### src/rtl/display_scheduler_if.sv
// Signal bundle between the calculator core, the BCD converter and the 7-segment display path.
interface display_scheduler_if;
   logic        result_valid;
   logic [31:0] result_in;
   logic        result_is_float;
   logic        entry_active;
   logic        manual_page;
   logic        auto_scroll_en;
   logic        conversion_ready;
   logic [39:0] bcd_in;
   logic        conversion_en;
   logic [31:0] result_latched;
   logic [1:0]  select;
   logic [1:0]  display_mode;
   logic        busy;
   logic        conv_error;

   modport master (
      output result_valid, result_in, result_is_float, entry_active, manual_page,
             auto_scroll_en, conversion_ready, bcd_in,
      input  conversion_en, result_latched, select, display_mode, busy, conv_error
   );

   modport slave (
      input  result_valid, result_in, result_is_float, entry_active, manual_page,
             auto_scroll_en, conversion_ready, bcd_in,
      output conversion_en, result_latched, select, display_mode, busy, conv_error
   );
endinterface

### src/rtl/display_scheduler.sv
// Sequences result display: latches ALU results, kicks the BCD converter with a timeout,
// and pages the 10-digit result through 4-digit display windows.
module display_scheduler #(
   parameter int PAGE_TICKS = 100_000_000,
   parameter int TIMEOUT    = 64
) (
   input logic           CLK100MHz,
   input logic           reset,
   display_scheduler_if.slave bus
);
   localparam int TW = $clog2(PAGE_TICKS);
   localparam int WW = $clog2(TIMEOUT);

   typedef enum logic [2:0] {S_INPUT, S_START, S_WAIT, S_SHOW, S_ERROR} state_t;

   state_t          state, state_n;
   logic            is_float, float_n;
   logic [TW-1:0]   tick_cnt, tick_n;
   logic [WW-1:0]   wait_cnt, wait_n;
   logic [31:0]     latch_n;
   logic [1:0]      page_n, sel_n, num_pages, page_inc, page_next;

   // Sign digit lives on the top page, so negative results always need all three pages.
   always_comb begin
      if (bus.bcd_in[39:32] != '0 || bus.result_latched[31]) num_pages = 2'd3;
      else if (bus.bcd_in[31:16] != '0)                      num_pages = 2'd2;
      else                                                   num_pages = 2'd1;
   end

   always_comb begin
      page_inc = bus.display_mode + 2'd1;
      unique case (num_pages)
         2'd3:    page_next = (page_inc == 2'd3) ? 2'd0 : page_inc;
         2'd2:    page_next = {1'b0, page_inc[0]};
         default: page_next = 2'd0;
      endcase
   end

   always_comb begin
      state_n = state;
      float_n = is_float;
      latch_n = bus.result_latched;
      page_n  = bus.display_mode;
      tick_n  = tick_cnt;
      wait_n  = wait_cnt;
      if (bus.result_valid) begin
         latch_n = bus.result_in;
         float_n = bus.result_is_float;
         page_n  = '0;
         tick_n  = '0;
         wait_n  = '0;
         state_n = bus.result_is_float ? S_SHOW : S_START;
      end else begin
         unique case (state)
            S_INPUT: state_n = S_INPUT;
            S_START: begin
               state_n = S_WAIT;
               wait_n  = '0;
            end
            S_WAIT: begin
               wait_n = wait_cnt + 1'b1;
               // First WAIT cycle ignores ready so a level left over from the last job is not taken.
               if (wait_cnt != '0 && bus.conversion_ready) state_n = S_SHOW;
               else if (wait_cnt == WW'(TIMEOUT - 1))      state_n = S_ERROR;
            end
            S_SHOW: begin
               if (bus.entry_active) state_n = S_INPUT;
               else if (!is_float) begin
                  tick_n = bus.auto_scroll_en ? tick_cnt + 1'b1 : '0;
                  if (bus.manual_page ||
                      (bus.auto_scroll_en && tick_cnt == TW'(PAGE_TICKS - 1))) begin
                     page_n = page_next;
                     tick_n = '0;
                  end
               end
            end
            S_ERROR: if (bus.entry_active) state_n = S_INPUT;
            default: state_n = S_INPUT;
         endcase
      end
      if (state_n != S_SHOW || float_n) begin
         page_n = '0;
         tick_n = '0;
      end
      unique case (state_n)
         S_SHOW:  sel_n = float_n ? 2'b10 : 2'b01;
         S_ERROR: sel_n = 2'b10;
         default: sel_n = 2'b00;
      endcase
   end

   always_ff @(posedge CLK100MHz or posedge reset) begin
      if (reset) begin
         state              <= S_INPUT;
         is_float           <= 1'b0;
         tick_cnt           <= '0;
         wait_cnt           <= '0;
         bus.result_latched <= '0;
         bus.display_mode   <= '0;
         bus.select         <= '0;
         bus.conversion_en  <= 1'b0;
         bus.busy           <= 1'b0;
         bus.conv_error     <= 1'b0;
      end else begin
         state              <= state_n;
         is_float           <= float_n;
         tick_cnt           <= tick_n;
         wait_cnt           <= wait_n;
         bus.result_latched <= latch_n;
         bus.display_mode   <= page_n;
         bus.select         <= sel_n;
         bus.conversion_en  <= (state_n == S_START);
         bus.busy           <= (state_n == S_START) || (state_n == S_WAIT);
         bus.conv_error     <= (state_n == S_ERROR);
      end
   end
endmodule

### src/flat_wrapper.sv
// flat-port wrapper written by rule: the top's interface ports become plain ports
module display_scheduler_flat 
#(
   parameter int PAGE_TICKS = 100_000_000,
   parameter int TIMEOUT    = 64
)
  (CLK100MHz, reset, bus_result_valid, bus_result_in, bus_result_is_float, bus_entry_active, bus_manual_page, bus_auto_scroll_en, bus_conversion_ready, bus_bcd_in, bus_conversion_en, bus_result_latched, bus_select, bus_display_mode, bus_busy, bus_conv_error);
  display_scheduler_if bus_i ();
  input logic CLK100MHz;
  input logic reset;
  input wire logic [$bits(bus_i.result_valid)-1:0] bus_result_valid;
  input wire logic [$bits(bus_i.result_in)-1:0] bus_result_in;
  input wire logic [$bits(bus_i.result_is_float)-1:0] bus_result_is_float;
  input wire logic [$bits(bus_i.entry_active)-1:0] bus_entry_active;
  input wire logic [$bits(bus_i.manual_page)-1:0] bus_manual_page;
  input wire logic [$bits(bus_i.auto_scroll_en)-1:0] bus_auto_scroll_en;
  input wire logic [$bits(bus_i.conversion_ready)-1:0] bus_conversion_ready;
  input wire logic [$bits(bus_i.bcd_in)-1:0] bus_bcd_in;
  output wire logic [$bits(bus_i.conversion_en)-1:0] bus_conversion_en;
  output wire logic [$bits(bus_i.result_latched)-1:0] bus_result_latched;
  output wire logic [$bits(bus_i.select)-1:0] bus_select;
  output wire logic [$bits(bus_i.display_mode)-1:0] bus_display_mode;
  output wire logic [$bits(bus_i.busy)-1:0] bus_busy;
  output wire logic [$bits(bus_i.conv_error)-1:0] bus_conv_error;
  assign bus_i.result_valid = bus_result_valid;
  assign bus_i.result_in = bus_result_in;
  assign bus_i.result_is_float = bus_result_is_float;
  assign bus_i.entry_active = bus_entry_active;
  assign bus_i.manual_page = bus_manual_page;
  assign bus_i.auto_scroll_en = bus_auto_scroll_en;
  assign bus_i.conversion_ready = bus_conversion_ready;
  assign bus_i.bcd_in = bus_bcd_in;
  assign bus_conversion_en = bus_i.conversion_en;
  assign bus_result_latched = bus_i.result_latched;
  assign bus_select = bus_i.select;
  assign bus_display_mode = bus_i.display_mode;
  assign bus_busy = bus_i.busy;
  assign bus_conv_error = bus_i.conv_error;
  display_scheduler #(.PAGE_TICKS(PAGE_TICKS), .TIMEOUT(TIMEOUT)) u_core (.CLK100MHz(CLK100MHz), .reset(reset), .bus(bus_i));
endmodule
### config.mk
export PLATFORM = sky130hd
export DESIGN_NAME = display_scheduler_flat
export DESIGN_NICKNAME = d
export VERILOG_FILES = /design/src/rtl/display_scheduler_if.sv /design/src/rtl/display_scheduler.sv /design/src/flat_wrapper.sv
export SDC_FILE = /design/constraint.sdc
export NUM_CORES = 1
export LEC_CHECK = 0
export CORE_ASPECT_RATIO = 1.2
export CORE_MARGIN = 2
export CORE_UTILIZATION = 45
export DETAILED_ROUTE_END_ITERATION = 6
export DONT_BUFFER_PORTS = 1
export GPL_ROUTABILITY_DRIVEN = 0
export PLACE_DENSITY = 0.68
export SKIP_CTS_REPAIR_TIMING = 1
export SYNTH_ARGS = -nofsm -noshare
export SYNTH_HDL_FRONTEND = slang
export SYNTH_SLANG_ARGS = --single-unit
### constraint.sdc
create_clock -name CLK100MHz -period 2.3 [get_ports CLK100MHz]
set_clock_uncertainty 0.05 [all_clocks]
set_input_delay 0.345 -clock CLK100MHz [delete_from_list [all_inputs] [get_ports CLK100MHz]]
set_output_delay 0.345 -clock CLK100MHz [all_outputs]
set_load 0.03 [all_outputs]
---- Word level (Yosys, flattened, before mapping) ----
Cells that the tools add are included.
word-level totals
  input bits .............................. 80
  output and inout port bits .............. 39
  logic and storage cells ................. 72
  flip-flop bits (word level) ............. 76
operators by class
  add/subtract/negate cells ............... 3
  multiplexer cells ....................... 28
  eq/ne operators ......................... 16
  reductions and logical operators ........ 15
operator list
  kind                   number
  $mux 27                7
  $add 27x1->27 const B  1
  $eq 27x27->1 const B   1
  $mux 2                 11
  $reduce_bool 16->1     1
  $eq 3x2->1 const B     4
  $mux 3                 4
  $pmux 6 s2             1
  $pmux 3 s3             1
  $reduce_bool 3->1      3
  $pmux 2 s2             2
  $reduce_bool 8->1      1
  $add 6x1->6 const B    1
  $eq 2x2->1 const B     3
  $eq 3x1->1 const B     2
  $eq 3x3->1 const B     2
  $eq 6x6->1 const B     1
  $mux 6                 1
  $ne 3x2->1 const B     2
  $reduce_bool 6->1      1
  $logic_or 1x1->1       4
  $reduce_and 4->1       1
  $ne 3x3->1 const B     1
  $reduce_and 3->1       1
  other kinds (4)        5

---- Depth between registers and ports, before layout ----
Gate-level depths: netlist of the first run.
  word-level depth ........................ 11
  depth in mapped cells ................... 8
  depth with buffers taken out ............ 7

---- Worst setup path before layout of the first run ----
Ideal clock, no wire load.
  path kind ............................... reg2reg
  start point ............................. register u_core.tick_cnt[0]
  end point ............................... register u_core.tick_cnt[16]
  period minus slack after synthesis ...... 1963 ps
  data required time ...................... 2160 ps
  setup time .............................. 90 ps
  cell stages (with the launch flop) ...... 8
  data arrival time ....................... 1823 ps
  buffers on the path ..................... 1
  slack ................................... 337 ps
  path through ............................ dfrtp_1 > ha_1 > and3_1 > and4_1 > nand4_1 > clkbuf_1 > nand3_1 > o221ai_1
on the way
  word-level cells in the longest chain between the ends .. 9
  elaborated cells between the ends (all ways) .. 11
  classes of those cells .................. 1 x add/sub; 1 x eq/ne; 7 x mux; 2 x reduce/logical
ends and longest elaborated chain
  what                                                   RTL line                  RTL
  from (decl)                                            display_scheduler.sv:18   logic [TW-1:0] tick_cnt, tick_n;
  from (signal assigned)                                 display_scheduler.sv:107  tick_cnt <= tick_n;
  branches (longest 3 deep; another with $add 27x1->27)  n/a
  $mux 27 (*)                                            display_scheduler.sv:70   if (bus.manual_page ||
  $mux 27 (*)                                            display_scheduler.sv:68   else if (!is_float) begin
  $mux 27 (*)                                            display_scheduler.sv:67   if (bus.entry_active) state_n = S_INPUT;
  $mux 27 (*)                                            display_scheduler.sv:54   unique case (state)
  $mux 27 (*)                                            display_scheduler.sv:46   if (bus.result_valid) begin
  $mux 27 (*)                                            display_scheduler.sv:81   if (state_n != S_SHOW || float_n) begin
Mark *: on every way between the ends. The select of a mux whose other input is x is not followed.
A chain may end at the register's enable or synchronous reset.

---- Worst setup path after layout of the first run ----
  start point ............................. register u_core.wait_cnt[1]
  end point ............................... register u_core.bus.display_mode[1]
on the way
  word-level cells in the longest chain between the ends .. 9
  elaborated cells between the ends (all ways) .. 15
  classes of those cells .................. 4 x eq/ne; 5 x mux; 6 x reduce/logical
ends and longest elaborated chain
  what                                                    RTL line                                          RTL
  from (decl)                                             display_scheduler.sv:19                           logic [WW-1:0] wait_cnt, wait_n;
  from (signal assigned)                                  display_scheduler.sv:108                          wait_cnt <= wait_n;
  $eq 6x6->1 / $reduce_bool 6->1 (equally long branches)  display_scheduler.sv:64, display_scheduler.sv:63
  $mux 3 / $logic_and 1x1->1 (equally long branches)      display_scheduler.sv:64, display_scheduler.sv:63
  $mux 3 (*)                                              display_scheduler.sv:63                           if (wait_cnt != '0 && bus.conversion_ready) state_n = S_SHOW;
  $pmux 3 s3 (*)                                          display_scheduler.sv:54
  $mux 3 (*)                                              display_scheduler.sv:46
  via u_core.state_n[1]                                   display_scheduler.sv:16                           state_t state, state_n;
  $ne 3x2->1 (*)                                          display_scheduler.sv:81
  $logic_or 1x1->1 (*)                                    display_scheduler.sv:81
  $ne 3x3->1 (no line), or another cell as far along      n/a
  $reduce_and 4->1 (no line)                              n/a
  to (signal assigned)                                    display_scheduler.sv:110                          bus.display_mode <= page_n;
  to (decl)                                               display_scheduler_if.sv:27                        output conversion_en, result_latched, select, display_mode, busy, conv_error
Mark *: on every way through the listed nets, which the timed path passes. The rest lies on a longest branch.

==> Flow_metrics.wiki, run 1 <==
{| class="wikitable"
! Metric !! Value
|-
| Most used flip-flop cell after synthesis || dfrtp_1
|-
| Highest fanout seen on the critical path || 7
|-
| Leakage power || roughly 1.7 nW
|-
| Unique cell type count in the Yosys netlist || 53
|-
| Vias || ~3,100
|-
| Placeable core region || between 8000 and 9000 µm²
|-
| Antenna diode count || 0
|-
| Number of instances in the synthesized netlist || a little under 400
|-
| Switching power of the nets || between 0.0008 and 0.0009 W
|-
| Sw Share || 26.55%
|-
| Max-slew violation count || 0
|-
| CTS Root Buffer Type || clkbuf_8
|-
| Minimum period implied by the final worst setup slack || between 2000 and 2500 ps
|-
| Placed wire-length estimate || around 6000 µm
|-
| Clk slew on worst S/H paths || approximately 80 ps
|-
| Warnings from Yosys || 0
|-
| I/O pins || roughly 120
|-
| Area used by sequential logic in the layout || around 1900 µm²
|-
| Net count of the finished layout || roughly 480
|-
| Clock Power Share || 40.1%
|-
| Max-capacitance violation count || 0
|-
| Dominant cell type by area after synthesis || dfrtp_1
|-
| Critical-path top delay cell || dfrtp_1
|-
| Number of inserted filler cells in the final layout || between 700 and 800
|-
| Leftover overflow at the end of global routing || 0
|-
| DRC || 0
|-
| Flops & latches, synth || 76
|-
| Area added between synthesis and finish || 12.66%
|-
| Register share of total power || between 50% and 60%
|-
| Count of buffer and inverter cells on the critical path || 1
|-
| Hold slack || about 25 ps
|-
| Data arrival time at the worst-slack endpoint || 2340 ps
|-
| GR Util All Layers || between 10% and 20%
|-
| First-pass GRT wire length || 14,180 µm
|-
| Worst-case vdd ir drop || ~0.00033 V
|-
| Class of the tightest hold or removal check || in2reg
|-
| Number of core rows || 37
|-
| Total die area || around 9500 µm²
|-
| Highest clock frequency the design can meet || between 400 and 500 MHz
|-
| Nature of the critical path endpoint || flip-flop
|-
| Clock buffers created by TritonCTS || 9
|-
| Worst Max-Slew Pin Slew || roughly 550 ps
|-
| Via count of the first global-routing pass || between 2,000 and 3,000
|-
| Clock net sink count || between 70 and 80
|-
| Die Y || between 100 and 150 µm
|-
| Setup violations, final || 0
|-
| # H-tree levels || 3
|-
| CP cell instances || ha_1, nand3_1, o311ai_4, and3_1, inv_1, a22oi_1, o22ai_1
|-
| Final Cycle Share || between 90% and 100%
|-
| Utilization after layout || around 52%
|-
| Multi-input gate area in the final layout || 1878 µm²
|-
| Result of the run || finished, final reports clean
|-
| Area share of the largest cell type after synthesis || between 40 and 50%
|-
| Post-placement worst setup slack || 67.07 ps
|-
| TritonCTS clock tree || built
|-
| Final total negative setup slack || 0 ps
|-
| Pin count of the biggest net entering global routing || between 70 and 80
|-
| Cells taking the most area after synthesis || dfrtp_1 (48%), mux2_2 (9.5%), a31oi_1 (4.6%), nand3_1 (3.1%), nor4_1 (2.6%)
|-
| Power per standard cell area || 688.0 nW/µm²
|-
| Number of hold-slack violations in the final timing report || 0
|-
| Nature of the critical path startpoint || flip-flop
|-
| Antenna violations before repair || 0
|-
| Max incr delay on CP || slightly above 400 ps
|-
| Detailed-route vias per instance || between 5 and 6
|-
| Synthesized area per cell || ~10 µm²
|-
| Initial standard-cell utilization of the core || a little under half
|-
| Required time of the critical path || around 2500 ps
|-
| Maximum root-to-sink buffer count || 2
|-
| Kind of cell adding the most delay to the critical path || compound AO/OA/AOI/OAI gates
|-
| Startpoint-to-endpoint class of the critical path || reg2reg
|-
| Fraction of final layout cells with drive strength greater than 1 || 18.91%
|-
| Final routed wirelength across all metal layers || slightly below 9000 µm
|-
| Pint || around 0.0022 W
|-
| Slew headroom || between 60 and 70%
|-
| Proportion of synthesized flip-flops having asynchronous set or reset || between 90% and 100%
|-
| Die boundary width || a little under 90 µm
|-
| Port Buffer Count || 0
|-
| Final worst setup slack || 132.4 ps
|-
| Number of nets with antenna violations after routing || 0
|-
| Source-to-sink clock delay at the later pin of the worst-skew pair || approximately 350 ps
|-
| Number of iterations in the first detailed-routing pass || 4
|-
| Share of the yosys chip area belonging to registers || about half
|-
| WL/cell || between 15 and 20 µm
|-
| Number of enable flip-flop cells after synthesis || 0
|-
| Post-synth net total || 471
|-
| Post-synthesis instance area || 3923 µm²
|-
| Relative contribution of combinational cells to total power || roughly 7.7%
|-
| Iter 0 DRT Violations || 209
|}
-- cell families (layout without fill, tap and decap cells) --
kind of cell	count (synthesis)	count (layout)	share of synthesized area [%]
simple gates	136	137	19.62
fa+ha+maj	3	3	0.9570
mux	35	35	9.984
flops	76	76	48.48
xor+xnor	1	1	0.2233
buf+inv	43	56	4.338
compound gates	94	94	16.40
-- final cells by class --
cell class	instances	area share (%)
well taps	117	3.313
clock buffers	9	2.803
clock inverters	6	2.548
multi-input cells	270	42.50
flip-flops and latches	76	43.04
repair buffers	21	4.020
inverters	20	1.784
-- path summary, 6_finish.rpt --
| check | slack, ps | from | cells past startpoint | end |
|---|---|---|---|---|
| setup / recovery | 130 | u_core.wait_cnt[1] | 7 | u_core.bus.display_mode[1] |
| setup reg to reg | 130 | u_core.wait_cnt[1] | 7 | u_core.bus.display_mode[1] |
| max in group asynchronous | 1330 | reset | 3 | u_core.tick_cnt[18] |
| hold reg to reg | 460 | u_core.tick_cnt[26] | 1 | u_core.tick_cnt[26] |
| min in group asynchronous | 520 | reset | 3 | u_core.bus.result_latched[20] |
| hold / removal | 30 | bus_result_valid | 1 | u_core.wait_cnt[1] |
-- power by group through the flow --
stage / clock [W] / sequential, W / combinational (W)
floorplan: 0 / 0.00159 / 0.000187
global route: 0.00131 / 0.00160 / 0.000260
finish: 0.00122 / 0.00159 / 0.000235
detailed placement: 0 / 0.00161 / 0.000220
CTS: 0.00125 / 0.00159 / 0.000221
global placement: 0 / 0.00161 / 0.000213
-- cells in the final DEF (no fill, tap or decap), types with 4 or more instances in the layout --
cell and n:
nand4_1 8, and4_1 4, nor3_1 12, o21bai_1 4
dfrtp_1 76, and3_1 11, nor2_1 13, nor2b_1 5
mux2_2 33, nor4_1 16, o21ai_0 13, clkbuf_8 9
and2_1 4, nand3_1 24, inv_1 19, a21oi_1 10
a31oi_1 29, o211ai_1 11, buf_4 17, or3_1 4
nand2_1 21
-- metrics by stage --
| stage | power, W | std cells | cell area (µm²) |
|---|---|---|---|
| floorplan | 0.001781 | 388 | 3926 |
| global placement | 0.001825 | 499 | 4118 |
| finish | 0.003040 | 519 | 4419 |
| CTS | 0.003061 | 514 | 4354 |
| global route | 0.003162 | 519 | 4419 |
| detailed placement | 0.001835 | 499 | 4118 |
-- synth_stat cells, drive strengths merged, types with 3 or more instances --
library cell	number
o21bai	4
and2	4
nand2b	3
o211ai	11
nand4	8
nor4	16
buf	8
o21ai	14
mux2	33
nor2	13
or3	4
and3	11
a41oi	3
o31a	4
inv	20
nor3	12
dfrtp	76
clkbuf	15
o22ai	3
nor2b	5
nand3	25
a21oi	11
a31oi	29
and4	4
nand2	22
ha	3
-- registers in the layout, summed over array words and instances (netlist names) --
register	count
u_core.bus.busy	1
u_core.bus.conv_error	1
u_core.bus.conversion_en	1
u_core.bus.display_mode	2
u_core.bus.result_latched	32
u_core.bus.select	2
u_core.is_float	1
u_core.state	3
u_core.tick_cnt	27
u_core.wait_cnt	6
-- worst register-to-register path, delay by kind of cell (launching register included) --
kind                       cells  cell delay, ps
AOI/OAI and AO/OA              3             810
adders and majority gates      1             220
buffers and inverters          1             170
DFF                            1             410
and+or+nand+nor                2             380
-- layer usage --
layer / GRT usage [%] / up-vias / wire (µm)
li1: - / 1481 / -
met2: 31.11 / 70 / 4570
met1: 24.48 / 1552 / 3770
met5: 0 / - / 0
met4: 7.463 / 0 / 164
met3: 4.193 / 10 / 356
No activity file was read; power rests on OpenSTA's default activity.
==> run 2, diff against run 1 <==
- CTS_CLUSTER_SIZE: unset -> 28
- clock period: 2.3 -> 1.9 ns (I/O delays scaled with it)
==> run 2 against run 1 <==
Net effect: the flow now finishes with violations (negative setup slack); register-to-register slack worse by 240 ps; combinational power up 62%; sequential power grew 21%; critical path depth unchanged; final area rose by 14%; via count grew 8.5%; die area stayed put; sequential share of layout area down 5.3 points; non-clock buffer count rose by 52; maximum frequency up 8.1%; routed wire length increased by 13%; first-iteration DRC count decreased by 9.1%; critical endpoint is now u_core.tick_cnt[26]; highest routed layer unchanged.
==> Flow_metrics.wiki, run 2 (synthesis gave the netlist of run 1 again) <==
{| class="wikitable"
! Metric !! Value
|-
| Max-slew violation count || 0 (unchanged)
|-
| Clock buffers created by TritonCTS || 9 (unchanged)
|-
| Max-capacitance violation count || 0 (unchanged)
|-
| TritonCTS clock tree || built
|-
| Endpoint of the worst register-to-register path || u_core.tick_cnt[26]
|-
| Minimum period implied by the final worst setup slack || 2004 ps (-163.2 ps)
|-
| Net count of the finished layout || 532 (+11%)
|-
| Placed wire-length estimate || 6494 µm (+9.1%)
|-
| R2R depth || 7 (unchanged)
|-
| Critical-path top delay cell || nor4_1
|-
| Number of nets with antenna violations after routing || 0 (unchanged)
|-
| Power per standard cell area || 713.6 nW/µm² (+3.7%)
|-
| Setup violations, final || 26 (+26)
|-
| Required time of the critical path || 2090 ps (-380 ps)
|-
| Antenna diode count || 0 (unchanged)
|-
| Leftover overflow at the end of global routing || 0 (unchanged)
|-
| Class of the tightest hold or removal check || in2reg
|-
| Crit path launch || u_core.tick_cnt[1]
|-
| Via count of the first global-routing pass || 3,234 (+11%)
|-
| Highest clock frequency the design can meet || 498.9 MHz (+8.1%)
|-
| Final routed wirelength across all metal layers || 9995 µm (+13%)
|-
| Fin cells || 571 (+10%)
|-
| DRC || 0 (unchanged)
|-
| # H-tree levels || 3 (unchanged)
|-
| GR Util All Layers || 20.69% (+1.6 points)
|-
| Iter 0 DRT Violations || 190 (-9.1%)
|-
| M2 GR Usage || 33.12% (+2.0 points)
|-
| Met1 global-route usage || 25.70% (+1.2 points)
|-
| Leakage power || 2.024 nW (+17%)
|-
| WL/cell || 17.50 µm (+2.5%)
|-
| Antenna violations before repair || 0 (unchanged)
|-
| Final Cycle Share || 105.5% (+11 points)
|-
| Unrepaired setup endpoints after global routing || true
|-
| Reg-to-reg startpoint || u_core.tick_cnt[1]
|-
| Die boundary width || 89.23 µm (unchanged)
|-
| Clk slew on worst S/H paths || 80 ps (about the same)
|-
| Result of the run || complete, but fails checks
|-
| Nature of the critical path startpoint || flip-flop
|-
| Post-placement worst setup slack || -87.10 ps (-154.2 ps)
|-
| Cell Count Post-Placement || 538 (+7.8%)
|-
| Max incr delay on CP || 510 ps (+100 ps)
|-
| Number of core rows || 37 (unchanged)
|-
| Initial standard-cell utilization of the core || 46.05% (unchanged)
|-
| Pin count of the biggest net entering global routing || 64 (-17%)
|-
| Source-to-sink clock delay at the later pin of the worst-skew pair || 360 ps (about the same)
|-
| Met3 Resource Use GR || 5.901% (+1.7 points)
|-
| Power after layout || 0.003593 W (+18%)
|-
| Placeable core region || 8518 µm² (unchanged)
|-
| Violated checks || negative setup slack
|-
| Commonest cells after routing, fill and taps aside || dfrtp_1 (76), buf_4 (56), mux2_2 (33)
|-
| Highest fanout seen on the critical path || 3 (-4)
|-
| I/O pins || 119 (unchanged)
|-
| CP cell instances || ha_2, and3_4, buf_4, nand4_1, nor4_1, or4b_4, a31oi_1
|-
| Largest registers ranked by flip-flop count || u_core.bus.result_latched x32, u_core.tick_cnt x27, u_core.wait_cnt x6
|-
| Final worst setup slack || -104.4 ps (-236.8 ps)
|-
| Startpoint-to-endpoint class of the critical path || reg2reg
|-
| Number of hold-slack violations in the final timing report || 0 (unchanged)
|-
| Fraction of final layout cells with drive strength greater than 1 || 32.82% (+14 points)
|-
| Design area || 5035 µm² (+14%)
|-
| Worst Max-Slew Pin Slew || 487.1 ps (-62.62 ps)
|-
| Multi-input gate area in the final layout || 2024 µm² (+7.8%)
|-
| Number of iterations in the first detailed-routing pass || 4 (unchanged)
|-
| Cell Area, Placed || 4456 µm² (+8.2%)
|-
| Number of flip-flops in the largest register || 32 (unchanged)
|-
| Die Y || 106.3 µm (unchanged)
|-
| First-pass GRT wire length || 15,370 µm (+8.4%)
|-
| Vias || 3,378 (+8.5%)
|-
| Setup slack on the worst flop-to-flop path || -100 ps (-240 ps)
|-
| Register with the most flip-flops || u_core.bus.result_latched
|-
| Destination of the critical timing path || u_core.tick_cnt[26]
|-
| Slew headroom || 67.23% (+4.2 points)
|-
| Data arrival time at the worst-slack endpoint || 2200 ps (-140 ps)
|-
| Detailed-route vias per instance || 5.916 (-1.4%)
|-
| CTS Root Buffer Type || clkbuf_8
|-
| Area used by sequential logic in the layout || 1902 µm² (unchanged)
|-
| Nature of the critical path endpoint || flip-flop
|-
| Most common library cell in the layout ignoring fill and taps || dfrtp_1
|-
| Maximum root-to-sink buffer count || 2 (unchanged)
|-
| Peak-usage layer in the global routing report || met2
|-
| Worst-case vdd ir drop || 0.0003727 V (+14%)
|-
| Clock net sink count || 76 (unchanged)
|-
| Port Buffer Count || 0 (unchanged)
|-
| Total die area || 9483 µm² (unchanged)
|-
| Area added between synthesis and finish || 28.36%
|-
| Number of inserted filler cells in the final layout || 731 (-6.6%)
|-
| Final total negative setup slack || -1166 ps (-1166 ps)
|}
-- run 2: changes by cell type in the layout (fill, tap and decap cells not counted), moves of 5 or more --
cell,before,now
buf_4,17,56
o21ai_0,13,7
o21ai_2,0,5
dlygate4sd3_1,3,10
-- run 2: layout make-up --
cell class | instances | area share [%]
clock buffer | 10 | 2.734
inverter | 20 | 1.566
tap | 117 | 2.908
clock inverter | 6 | 1.392
multi-input combinational | 269 | 40.21
timing repair buffer | 73 | 13.42
sequential | 76 | 37.77
-- run 2: worst min path at each step --
stage	start	endpoint	slack (ps)	depth (start not counted)
floorplan	bus_result_is_float	u_core.bus.conversion_en	310	1
global placement	reset	u_core.bus.result_latched[13]	80	1
detailed placement	reset	u_core.bus.result_latched[4]	90	1
CTS	reset	u_core.bus.result_latched[3]	-310	1
global route	bus_result_in[29]	u_core.bus.result_latched[29]	-0.05	1
finish	bus_result_in[20]	u_core.bus.result_latched[20]	20	1
-- run 2: stage by stage --
| stage | hold slack, ps | util, % |
|---|---|---|
| 6_report | 17.89 | 59.11 |
| 5_1_grt | -0.05207 | 59.11 |
| 4_1_cts | -312.0 | 54.74 |
| 3_5_place_dp | 87.25 | 52.31 |
| 3_3_place_gp | 81.85 | 52.31 |
| 2_1_floorplan | 309.0 | - |
-- run 2: routing by layer --
| layer | wire, µm | up-vias |
|---|---|---|
| li1 | - | 1588 |
| met1 | 4045 | 1655 |
| met2 | 5148 | 109 |
| met3 | 530 | 26 |
| met4 | 272 | 0 |
| met5 | 0 | - |
-- run 2: critical path, delay by kind of cell (launching register included) --
family          cells  cell delay [ps]
buf+inv             1              110
flops               1              390
simple gates        4             1070
fa+ha+maj           1              200
compound gates      1               80
-- run 2: power by group --
part / total [W] / switching (W) / leakage [nW] / internal [W]
sequential: 0.00192 / 0.000219 / 0.977 / 0.00170
combinational: 0.000380 / 0.000178 / 0.951 / 0.000202
clock: 0.00129 / 0.000644 / 0.0955 / 0.000651
==> run 3, diff against run 2 <==
- ABC_AREA: unset -> 1
- CORE_ASPECT_RATIO: 1.2 -> unset
- CTS_CLUSTER_DIAMETER: unset -> 40
==> run 3 against run 2 <==
Net effect: the flow now finishes without violations; core utilization decreased by 7.0 points; clock power is 8% higher; total power rose by 0.10%; sequential share of layout area up 2.0 points; final area is 4.8% lower; first-iteration DRC count up 19%; final cell count is 29% higher; global-route usage down 0.56 points; maximum frequency is 15% higher; synthesized cell count up 58%; via count rose by 17%; critical path type unchanged.
==> Flow_metrics.wiki, run 3 <==
{| class="wikitable"
! Metric !! Value
|-
| Leakage power || 2.214 nW (+9.4%)
|-
| Initial standard-cell utilization of the core || 46.38% (+0.33 points)
|-
| Area share of the largest cell type after synthesis || 44.59% (-3.9 points)
|-
| Vias || 3,940 (+17%)
|-
| Warnings from Yosys || 0 (unchanged)
|-
| Worst Max-Slew Pin Slew || 476.5 ps (-10.58 ps)
|-
| Register with the most flip-flops || u_core.bus.result_latched
|-
| Detailed-route vias per instance || 5.346 (-9.6%)
|-
| Clk slew on worst S/H paths || 80 ps (about the same)
|-
| I/O pins || 119 (unchanged)
|-
| Post-synth net total || 695 (+48%)
|-
| Setup violations, final || 0 (-100%)
|-
| Startpoint-to-endpoint class of the critical path || reg2reg
|-
| Most used flip-flop cell after synthesis || dfrtp_1
|-
| DRC || 0 (unchanged)
|-
| Number of instances in the synthesized netlist || 612 (+58%)
|-
| Pin count of the biggest net entering global routing || 52 (-19%)
|-
| Max-capacitance violation count || 0 (unchanged)
|-
| Unique cell type count in the Yosys netlist || 29 (-45%)
|-
| CTS Root Buffer Type || clkbuf_8
|-
| Port Buffer Count || 0 (unchanged)
|-
| Source-to-sink clock delay at the later pin of the worst-skew pair || 350 ps (about the same)
|-
| Cells taking the most area after synthesis || dfrtp_1 (45%), nand2_1 (21%), nand3_1 (8.4%), nor2_1 (7.7%), inv_1 (3.3%)
|-
| Utilization after layout || 52.10% (-7.0 points)
|-
| Largest registers ranked by flip-flop count || u_core.bus.result_latched x32, u_core.tick_cnt x27, u_core.wait_cnt x6
|-
| Via count of the first global-routing pass || 3,702 (+14%)
|-
| GR Util All Layers || 20.13% (-0.56 points)
|-
| Area added between synthesis and finish || 12.32%
|-
| Proportion of synthesized flip-flops having asynchronous set or reset || 100.0% (unchanged)
|-
| Placed wire-length estimate || 6895 µm (+6.2%)
|-
| Highest clock frequency the design can meet || 574.3 MHz (+15%)
|-
| TritonCTS clock tree || built
|-
| Die boundary width || 101.4 µm (+14%)
|-
| Number of flip-flops in the largest register || 32 (unchanged)
|-
| Class of the tightest hold or removal check || in2reg
|-
| Commonest cells after routing, fill and taps aside || nand2_1 (231), nor2_1 (85), dfrtp_1 (75)
|-
| Total die area || 10,270 µm² (+8.3%)
|-
| Fraction of final layout cells with drive strength greater than 1 || 6.709% (-26 points)
|-
| Most common library cell in the layout ignoring fill and taps || nand2_1
|-
| Antenna violations before repair || 0 (unchanged)
|-
| Number of iterations in the first detailed-routing pass || 4 (unchanged)
|-
| Nature of the critical path startpoint || flip-flop
|-
| Slew headroom || 68.16% (+0.94 points)
|-
| Maximum root-to-sink buffer count || 2 (unchanged)
|-
| Leftover overflow at the end of global routing || 0 (unchanged)
|-
| Post-synthesis instance area || 4265 µm² (+8.7%)
|-
| Net count of the finished layout || 705 (+33%)
|-
| Required time of the critical path || 2090 ps (about the same)
|-
| Max-slew violation count || 0 (unchanged)
|-
| Minimum period implied by the final worst setup slack || 1741 ps (-263.3 ps)
|-
| Worst-case vdd ir drop || 0.0003543 V (-4.9%)
|-
| Final total negative setup slack || 0 ps (+1166 ps)
|-
| Data arrival time at the worst-slack endpoint || 1930 ps (-270 ps)
|-
| Placeable core region || 9196 µm² (+8.0%)
|-
| Synth cell count leaders || nand2_1 (233), nor2_1 (87), dfrtp_1 (76), nand3_1 (72), inv_1 (38)
|-
| WL/cell || 13.70 µm (-22%)
|-
| Number of hold-slack violations in the final timing report || 0 (unchanged)
|-
| Number of inserted filler cells in the final layout || 898 (+23%)
|-
| Die Y || 101.4 µm (-4.6%)
|-
| Nature of the critical path endpoint || flip-flop
|-
| Unrepaired setup endpoints after global routing || false
|-
| Power per standard cell area || 750.7 nW/µm² (+5.2%)
|-
| Iter 0 DRT Violations || 226 (+19%)
|-
| Synthesized area per cell || 6.970 µm² (-31%)
|-
| Number of core rows || 35 (-5.4%)
|-
| Most frequent cell after synthesis || nand2_1
|-
| Clock net sink count || 76 (unchanged)
|-
| Number of enable flip-flop cells after synthesis || 0 (unchanged)
|-
| # H-tree levels || 3 (unchanged)
|-
| Dominant cell type by area after synthesis || dfrtp_1
|-
| Flops & latches, synth || 76 (unchanged)
|-
| Highest fanout seen on the critical path || 32 (+29)
|-
| Clock buffers created by TritonCTS || 9 (unchanged)
|-
| First-pass GRT wire length || 16,840 µm (+9.6%)
|-
| Final Cycle Share || 91.64% (-14 points)
|-
| Result of the run || finished, final reports clean
|-
| Final routed wirelength across all metal layers || 10,100 µm (+1.0%)
|-
| Share of the yosys chip area belonging to registers || 44.59% (-3.9 points)
|-
| Number of nets with antenna violations after routing || 0 (unchanged)
|-
| Antenna diode count || 0 (unchanged)
|}
[run 3: area by class of cell]
cell class,count,area (µm²),share of cell area [%]
Multi-Input combinational cell,469,2102,43.88
Sequential cell,76,1903,39.72
Timing Repair Buffer,24,262.8,5.484
Inverter,42,161.4,3.369
Tap cell,111,138.9,2.899
Clock buffer,10,137.6,2.873
Clock inverter,5,85.08,1.776
[run 3: logic make-up (layout without fill, tap and decap cells)]
family                   Yosys count  in the layout  share of synthesized area, %
AND/OR/NAND/NOR                  432            432                         42.33
flip-flops                        76             76                         44.59
buffers and inverters             67             81                         6.600
AO/OA/AOI/OAI                     29             29                         4.254
XOR/XNOR                           4              4                        0.8213
adder cells (fa/ha/maj)            3              3                        0.8801
multiplexers                       1              1                        0.5280
[run 3: worst paths after layout]
check,from,to,slack [ps],cells past startpoint
hold reg to reg,u_core.is_float,u_core.is_float,500,2
setup / recovery,u_core.wait_cnt[0],u_core.tick_cnt[10],160,10
max in group asynchronous,reset,u_core.state[0],820,3
setup reg to reg,u_core.wait_cnt[0],u_core.tick_cnt[10],160,10
hold / removal,bus_result_in[5],u_core.bus.result_latched[5],0.08,2
min in group asynchronous,reset,u_core.bus.result_latched[13],400,2
[run 3: worst max-delay path, stage by stage (launching register included)]
cell,delay (ps)
dfrtp_1,400
inv_1,130
ha_1,170
nand3_1,100
nand3_1,100
nand2_2,80
mux2i_4,200
nor2_4,70
buf_12,160
nand3_1,100
nand2_1,60
[run 3: metrics by stage]
step	instances	power, W	hold WS (ps)	cell area, µm²	worst slack [ps]
5_1_grt	737	0.003769	-5.419	4791	4.715
2_1_floorplan	612	0.002143	348.0	4269	140.6
6_report	737	0.003597	0.08207	4791	158.9
4_1_cts	724	0.003620	-235.0	4639	51.99
3_5_place_dp	709	0.002214	151.4	4417	137.5
3_3_place_gp	709	0.002199	148.7	4417	156.3
[run 3: routing by layer]
layer | global-route usage, % | up-vias | part of all wire [%] | wire (µm)
met2 | 33.57 | 125 | 47 | 4704
met4 | 8.212 | 0 | 1.8 | 180
met1 | 25.87 | 1827 | 45 | 4574
li1 | - | 1973 | - | -
met5 | 0 | - | 0 | 0
met3 | 3.658 | 15 | 6.3 | 638
[run 3: report_power, final]
group	total (W)	internal (W)	leakage, nW	switching (W)
Combinational	0.000316	0.000109	1.11	0.000208
Sequential	0.00189	0.00169	0.991	0.000197
Clock	0.00139	0.000775	0.109	0.000615
